`src/rtl/seq_signed_divider.sv`:
```
// rtl/seq_signed_divider.sv - multi-cycle restoring signed divider, 16-bit dividend by 8-bit divisor
//
// Ports:
//   Clock_20M  in   system clock
//   Ex_Rst_n   in   asynchronous active-low reset, release synchronized internally
//   In_Valid   in   operand valid
//   In_Ready   out  idle and able to accept operands
//   Dividend   in   16-bit signed dividend
//   Divisor    in   8-bit signed divisor
//   Out_Valid  out  result valid, held until Out_Ready
//   Out_Ready  in   consumer accepts result
//   Quotient   out  16-bit signed quotient (truncated toward zero)
//   Remainder  out  8-bit signed remainder (sign of dividend)
//   Div_Zero   out  divisor was zero
//   Overflow   out  -32768 / -1, quotient saturated to 16'h7FFF

module seq_signed_divider (
  input  logic        Clock_20M,
  input  logic        Ex_Rst_n,
  input  logic        In_Valid,
  output logic        In_Ready,
  input  logic [15:0] Dividend,
  input  logic [7:0]  Divisor,
  output logic        Out_Valid,
  input  logic        Out_Ready,
  output logic [15:0] Quotient,
  output logic [7:0]  Remainder,
  output logic        Div_Zero,
  output logic        Overflow
);

  typedef enum logic [2:0] {IDLE, LOAD, ITER, FIXUP, DONE} state_t;

  state_t      state_q, state_d;
  logic [1:0]  sync_q, sync_d;
  logic        in_ready_q, in_ready_d;
  logic        out_valid_q, out_valid_d;
  logic [15:0] dvd_in_q, dvd_in_d;
  logic [7:0]  dvs_in_q, dvs_in_d;
  logic        sign_quo_q, sign_quo_d;
  logic        sign_rem_q, sign_rem_d;
  logic [15:0] mag_dvd_q, mag_dvd_d;
  logic [8:0]  mag_dvs_q, mag_dvs_d;
  logic [8:0]  prem_q, prem_d;
  logic [4:0]  cnt_q, cnt_d;
  logic [15:0] quotient_q, quotient_d;
  logic [7:0]  remainder_q, remainder_d;
  logic        div_zero_q, div_zero_d;
  logic        overflow_q, overflow_d;

  logic [8:0]  dvs_sext;
  logic [8:0]  shifted;
  logic [9:0]  trial;
  logic        unused_prem_msb;

  // The partial remainder never exceeds 127 between iterations, so its top bit
  // is always zero and only the low 8 bits feed the shift.
  assign unused_prem_msb = &{1'b0, prem_q[8]};

  assign dvs_sext = {dvs_in_q[7], dvs_in_q};
  assign shifted  = {prem_q[7:0], mag_dvd_q[15]};
  assign trial    = {1'b0, shifted} - {1'b0, mag_dvs_q};

  always_comb begin
    state_d     = state_q;
    sync_d      = {sync_q[0], 1'b1};
    in_ready_d  = in_ready_q;
    out_valid_d = out_valid_q;
    dvd_in_d    = dvd_in_q;
    dvs_in_d    = dvs_in_q;
    sign_quo_d  = sign_quo_q;
    sign_rem_d  = sign_rem_q;
    mag_dvd_d   = mag_dvd_q;
    mag_dvs_d   = mag_dvs_q;
    prem_d      = prem_q;
    cnt_d       = cnt_q;
    quotient_d  = quotient_q;
    remainder_d = remainder_q;
    div_zero_d  = div_zero_q;
    overflow_d  = overflow_q;

    // Hold everything idle until the reset release has cleared the synchronizer.
    if (!sync_q[1]) begin
      state_d     = IDLE;
      in_ready_d  = 1'b0;
      out_valid_d = 1'b0;
    end else begin
      case (state_q)
        IDLE: begin
          in_ready_d = 1'b1;
          if (In_Valid && in_ready_q) begin
            dvd_in_d   = Dividend;
            dvs_in_d   = Divisor;
            in_ready_d = 1'b0;
            state_d    = LOAD;
          end
        end
        LOAD: begin
          sign_quo_d = dvd_in_q[15] ^ dvs_in_q[7];
          sign_rem_d = dvd_in_q[15];
          mag_dvd_d  = dvd_in_q[15] ? (~dvd_in_q + 16'd1) : dvd_in_q;
          mag_dvs_d  = dvs_sext[8] ? (~dvs_sext + 9'd1) : dvs_sext;
          prem_d     = 9'd0;
          cnt_d      = 5'd0;
          state_d    = ITER;
        end
        ITER: begin
          // Dividend magnitude register doubles as the quotient shift register.
          mag_dvd_d = {mag_dvd_q[14:0], ~trial[9]};
          prem_d    = trial[9] ? shifted : trial[8:0];
          cnt_d     = cnt_q + 5'd1;
          if (cnt_q == 5'd15) begin
            state_d = FIXUP;
          end
        end
        FIXUP: begin
          if (dvs_in_q == 8'h00) begin
            quotient_d  = 16'h0000;
            remainder_d = 8'h00;
            div_zero_d  = 1'b1;
            overflow_d  = 1'b0;
          end else if (dvd_in_q == 16'h8000 && dvs_in_q == 8'hFF) begin
            quotient_d  = 16'h7FFF;
            remainder_d = 8'h00;
            div_zero_d  = 1'b0;
            overflow_d  = 1'b1;
          end else begin
            quotient_d  = sign_quo_q ? (~mag_dvd_q + 16'd1) : mag_dvd_q;
            remainder_d = sign_rem_q ? (~prem_q[7:0] + 8'd1) : prem_q[7:0];
            div_zero_d  = 1'b0;
            overflow_d  = 1'b0;
          end
          out_valid_d = 1'b1;
          state_d     = DONE;
        end
        DONE: begin
          if (Out_Ready) begin
            out_valid_d = 1'b0;
            in_ready_d  = 1'b1;
            state_d     = IDLE;
          end
        end
        default: begin
          state_d = IDLE;
        end
      endcase
    end
  end

  always_ff @(posedge Clock_20M or negedge Ex_Rst_n) begin
    if (!Ex_Rst_n) begin
      state_q     <= IDLE;
      sync_q      <= 2'b00;
      in_ready_q  <= 1'b0;
      out_valid_q <= 1'b0;
      dvd_in_q    <= 16'h0000;
      dvs_in_q    <= 8'h00;
      sign_quo_q  <= 1'b0;
      sign_rem_q  <= 1'b0;
      mag_dvd_q   <= 16'h0000;
      mag_dvs_q   <= 9'h000;
      prem_q      <= 9'h000;
      cnt_q       <= 5'd0;
      quotient_q  <= 16'h0000;
      remainder_q <= 8'h00;
      div_zero_q  <= 1'b0;
      overflow_q  <= 1'b0;
    end else begin
      state_q     <= state_d;
      sync_q      <= sync_d;
      in_ready_q  <= in_ready_d;
      out_valid_q <= out_valid_d;
      dvd_in_q    <= dvd_in_d;
      dvs_in_q    <= dvs_in_d;
      sign_quo_q  <= sign_quo_d;
      sign_rem_q  <= sign_rem_d;
      mag_dvd_q   <= mag_dvd_d;
      mag_dvs_q   <= mag_dvs_d;
      prem_q      <= prem_d;
      cnt_q       <= cnt_d;
      quotient_q  <= quotient_d;
      remainder_q <= remainder_d;
      div_zero_q  <= div_zero_d;
      overflow_q  <= overflow_d;
    end
  end

  assign In_Ready  = in_ready_q;
  assign Out_Valid = out_valid_q;
  assign Quotient  = quotient_q;
  assign Remainder = remainder_q;
  assign Div_Zero  = div_zero_q;
  assign Overflow  = overflow_q;

endmodule

```
`config.mk`:
```
export PLATFORM = sky130hd
export DESIGN_NAME = seq_signed_divider
export DESIGN_NICKNAME = d
export VERILOG_FILES = /design/src/rtl/seq_signed_divider.sv
export SDC_FILE = /design/constraint.sdc
export NUM_CORES = 1
export LEC_CHECK = 0
export CORE_UTILIZATION = 45
export DETAILED_ROUTE_END_ITERATION = 10
export GPL_ROUTABILITY_DRIVEN = 0
export PLACE_DENSITY = 0.62
export SYNTH_ARGS = -nofsm -noshare
export SYNTH_HDL_FRONTEND = slang
export SYNTH_SLANG_ARGS = --single-unit
```
`constraint.sdc`:
```
create_clock -name Clock_20M -period 4.4 [get_ports Clock_20M]
set_input_delay 0.88 -clock Clock_20M [delete_from_list [all_inputs] [get_ports Clock_20M]]
set_output_delay 0.88 -clock Clock_20M [all_outputs]
set_load 0.01 [all_outputs]
```
==> results.json <==
{
  "clk_pin_slew_ns": 0.06,
  "clock_sinks": 97,
  "final_common_cell": "dfrtp_1",
  "setup_tns_ns": 0,
  "synthesis.nets": 613,
  "drt_first_pass_iters": 8,
  "setup_viol": 0,
  "fmax_mhz": 357,
  "vias": 4191,
  "antenna_found_initial": 0,
  "die_w_um": 111,
  "design_area_um2": 6320,
  "async_flop_share_pct": 100,
  "finish.utilization_pct": 54.7,
  "viasPerCell": 5.56,
  "start_kind": "flop",
  "grt_pass1_vias": 3986,
  "ys.flop_type": "dfrtp_1",
  "io_buffers": 55,
  "crit_family": "simple AND/OR/NAND/NOR gates",
  "slowest_delay_ns": 0.98,
  "placed_cells": 741,
  "grt.total_usage_pct": 20.1,
  "post_cts_resized": 0,
  "yosysWarnings": 0,
  "grt_pass1_wl_mm": 19.9,
  "yosysTopAreaCell": "dfrtp_1",
  "die_h_um": 111,
  "rows": 39,
  "post_drt_wl_per_cell_um": 15.1,
  "grt_max_degree": 77,
  "hold_viol_final": 0,
  "clk_path_buf_depth": 2,
  "drive_gt1_share_pct": 9.33,
  "crit_chain": "buf_4 > nor2_1 > nand4_1 > mux2_2",
  "synth.avg_cell_area_um2": 9.50,
  "power_density_nw_per_um2": 554,
  "layout_common_cells": "97 x dfrtp_1, 84 x nand2_1, 54 x clkdlybuf4s50_1",
  "slew_headroom_pct": 21.3,
  "report.final.slew_viol_count": 0,
  "period_share_pct": 63.6,
  "cp_data_arrival_time_ns": 3.02,
  "fin_skew_ns": 0.00797,
  "synth_top_area_share_pct": 45.0,
  "rsz0062_at_grt": "no",
  "drv_cap": 0,
  "diodes": 0,
  "crit_fanout": 26,
  "hold_class": "reg2reg",
  "cts.htree.levels": 3,
  "p_leak_nw": 2.72,
  "cts_buffers": 9,
  "start_util_pct": 46.7,
  "critPathBufInv": 1,
  "ys_seq_elements": 97,
  "nNetsFinal": 654,
  "ys_types": 55,
  "drc": 5,
  "drt-total-wl_mm": 11.4,
  "die_area_um2": 12400,
  "synth.area.top_cells": "dfrtp_1 45%, nand2_1 5.8%, mux2_2 5.2%",
  "hold_buffers": 0,
  "violations": "design-rule violations",
  "synthToLayoutAreaGrowth_pct": 17.2,
  "ant_nets": 0,
  "syn_inst": 568,
  "cts-root-buf": "clkbuf_16",
  "syn_area_um2": 5400,
  "path_class": "reg2reg",
  "status": "finished, violations left",
  "cp_slowest_cell": "nand4_1",
  "hold-worst-slack_ns": 0.348,
  "crit_path_end_kind": "flop",
  "cts_tree": "done",
  "dr.first_iter.drc_count": 270,
  "coreArea_um2": 11600,
  "ios": 56,
  "place_hpwl_mm": 8.36,
  "fin_cells": 754,
  "tightest_slew_ns": 1.18,
  "ys_seq_area_share_pct": 45.0,
  "place_area_um2": 6050,
  "grt_overflow": 0,
  "postCtsSetupRepairBufs": 0,
  "synth_edf_count": 0,
  "clk_latency_ns": 0.35,
  "peakVddDrop_mv": 0.287,
  "fin_crit_ns": 2.80,
  "critPathRequiredTime_ns": 4.62
}
## area by class of cell
cell class / count / area (um2)
fillers: 1096 / 5240
multi-input cells: 416 / 2770
flip-flops and latches: 97 / 2430
repair buffers: 60 / 586
clock buffers: 13 / 270
well taps: 143 / 179
inverters: 25 / 93.8
## metrics by stage
step	setup slack (ns)	total power, mW
3_5_place_dp	1.31	2.78
2_1_floorplan	2.06	2.40
4_1_cts	1.57	3.53
3_3_place_gp	1.34	2.73
6_report	1.60	3.50
5_1_grt	1.32	3.79
## worst reg2reg max path, cell delays in order (launching register included)
cell     delay, ns
dfrtp_1       0.44
buf_4         0.24
nor2_1        0.37
nand4_1       0.98
mux2_2        0.65
## synth_stat cells, types with 3 or more instances
library cell	count
a311o_1	3
mux2i_1	3
nand2_1	84
o21ai_0	42
inv_1	25
ha_1	16
a211oi_1	4
a31o_2	3
or3_1	12
o21ai_1	10
dfrtp_1	97
nand2b_1	10
nor4_1	3
mux2_2	25
o21a_1	4
a22oi_1	6
xor2_1	29
o311ai_0	7
nor3_1	5
nand3_1	8
o211ai_1	13
nor2b_1	7
nor2_1	27
o41ai_1	8
or2_2	4
a21oi_1	17
clkbuf_1	29
nand4_1	5
o31ai_1	15
xnor2_1	14
## sequential cells by signal, summed over array words and instances, names as in the netlist
name and count:
Out_Valid 1, state_q 3, prem_q 8, sign_quo_q 1, dvs_in_q 8, mag_dvd_q 16
mag_dvs_q 9, cnt_q 5, dvd_in_q 16, Quotient 16, Overflow 1, In_Ready 1
Div_Zero 1, sync_q 2, Remainder 8, sign_rem_q 1
## report_power, final
group	internal, mW	switching (mW)	leakage [nW]	total [mW]
sequential	1.11	0.318	1.26	1.43
combinational	0.632	0.708	1.33	1.34
clock	0.420	0.315	0.134	0.736
## worst paths after layout
check / start / end / slack [ns] / cells past startpoint
worst max-delay path: state_q[1] / dvs_in_q[5] / 1.60 / 4
worst min-delay path: sync_q[0] / sync_q[1] / 0.35 / 0
worst max register to register: state_q[1] / dvs_in_q[5] / 1.60 / 4
worst min register to register: sync_q[0] / sync_q[1] / 0.35 / 0
max in group asynchronous: Ex_Rst_n / sync_q[1] / 2.87 / 2
min in group asynchronous: Ex_Rst_n / Remainder[7] / 0.66 / 1
## routing by layer
layer / vias up / GRT usage [%] / part of all wire, %
li1: 2100 / - / -
met1: 1979 / 28.4 / 51
met2: 100 / 30.8 / 44
met3: 12 / 2.83 / 4.0
met4: 0 / 8.65 / 1.6
met5: - / 0 / 0
## kinds of logic (layout without fill, tap and decap cells)
group	after synthesis	in the layout	synth area share, %
other cells	1	1	0.0695
compound gates	148	148	18.1
mux	28	28	5.77
flops	97	97	45.0
simple gates	179	179	16.1
xor+xnor	43	43	6.98
buf+inv	55	98	3.83
fa+ha+maj	17	17	4.08
(Power assumes the default switching activity.)
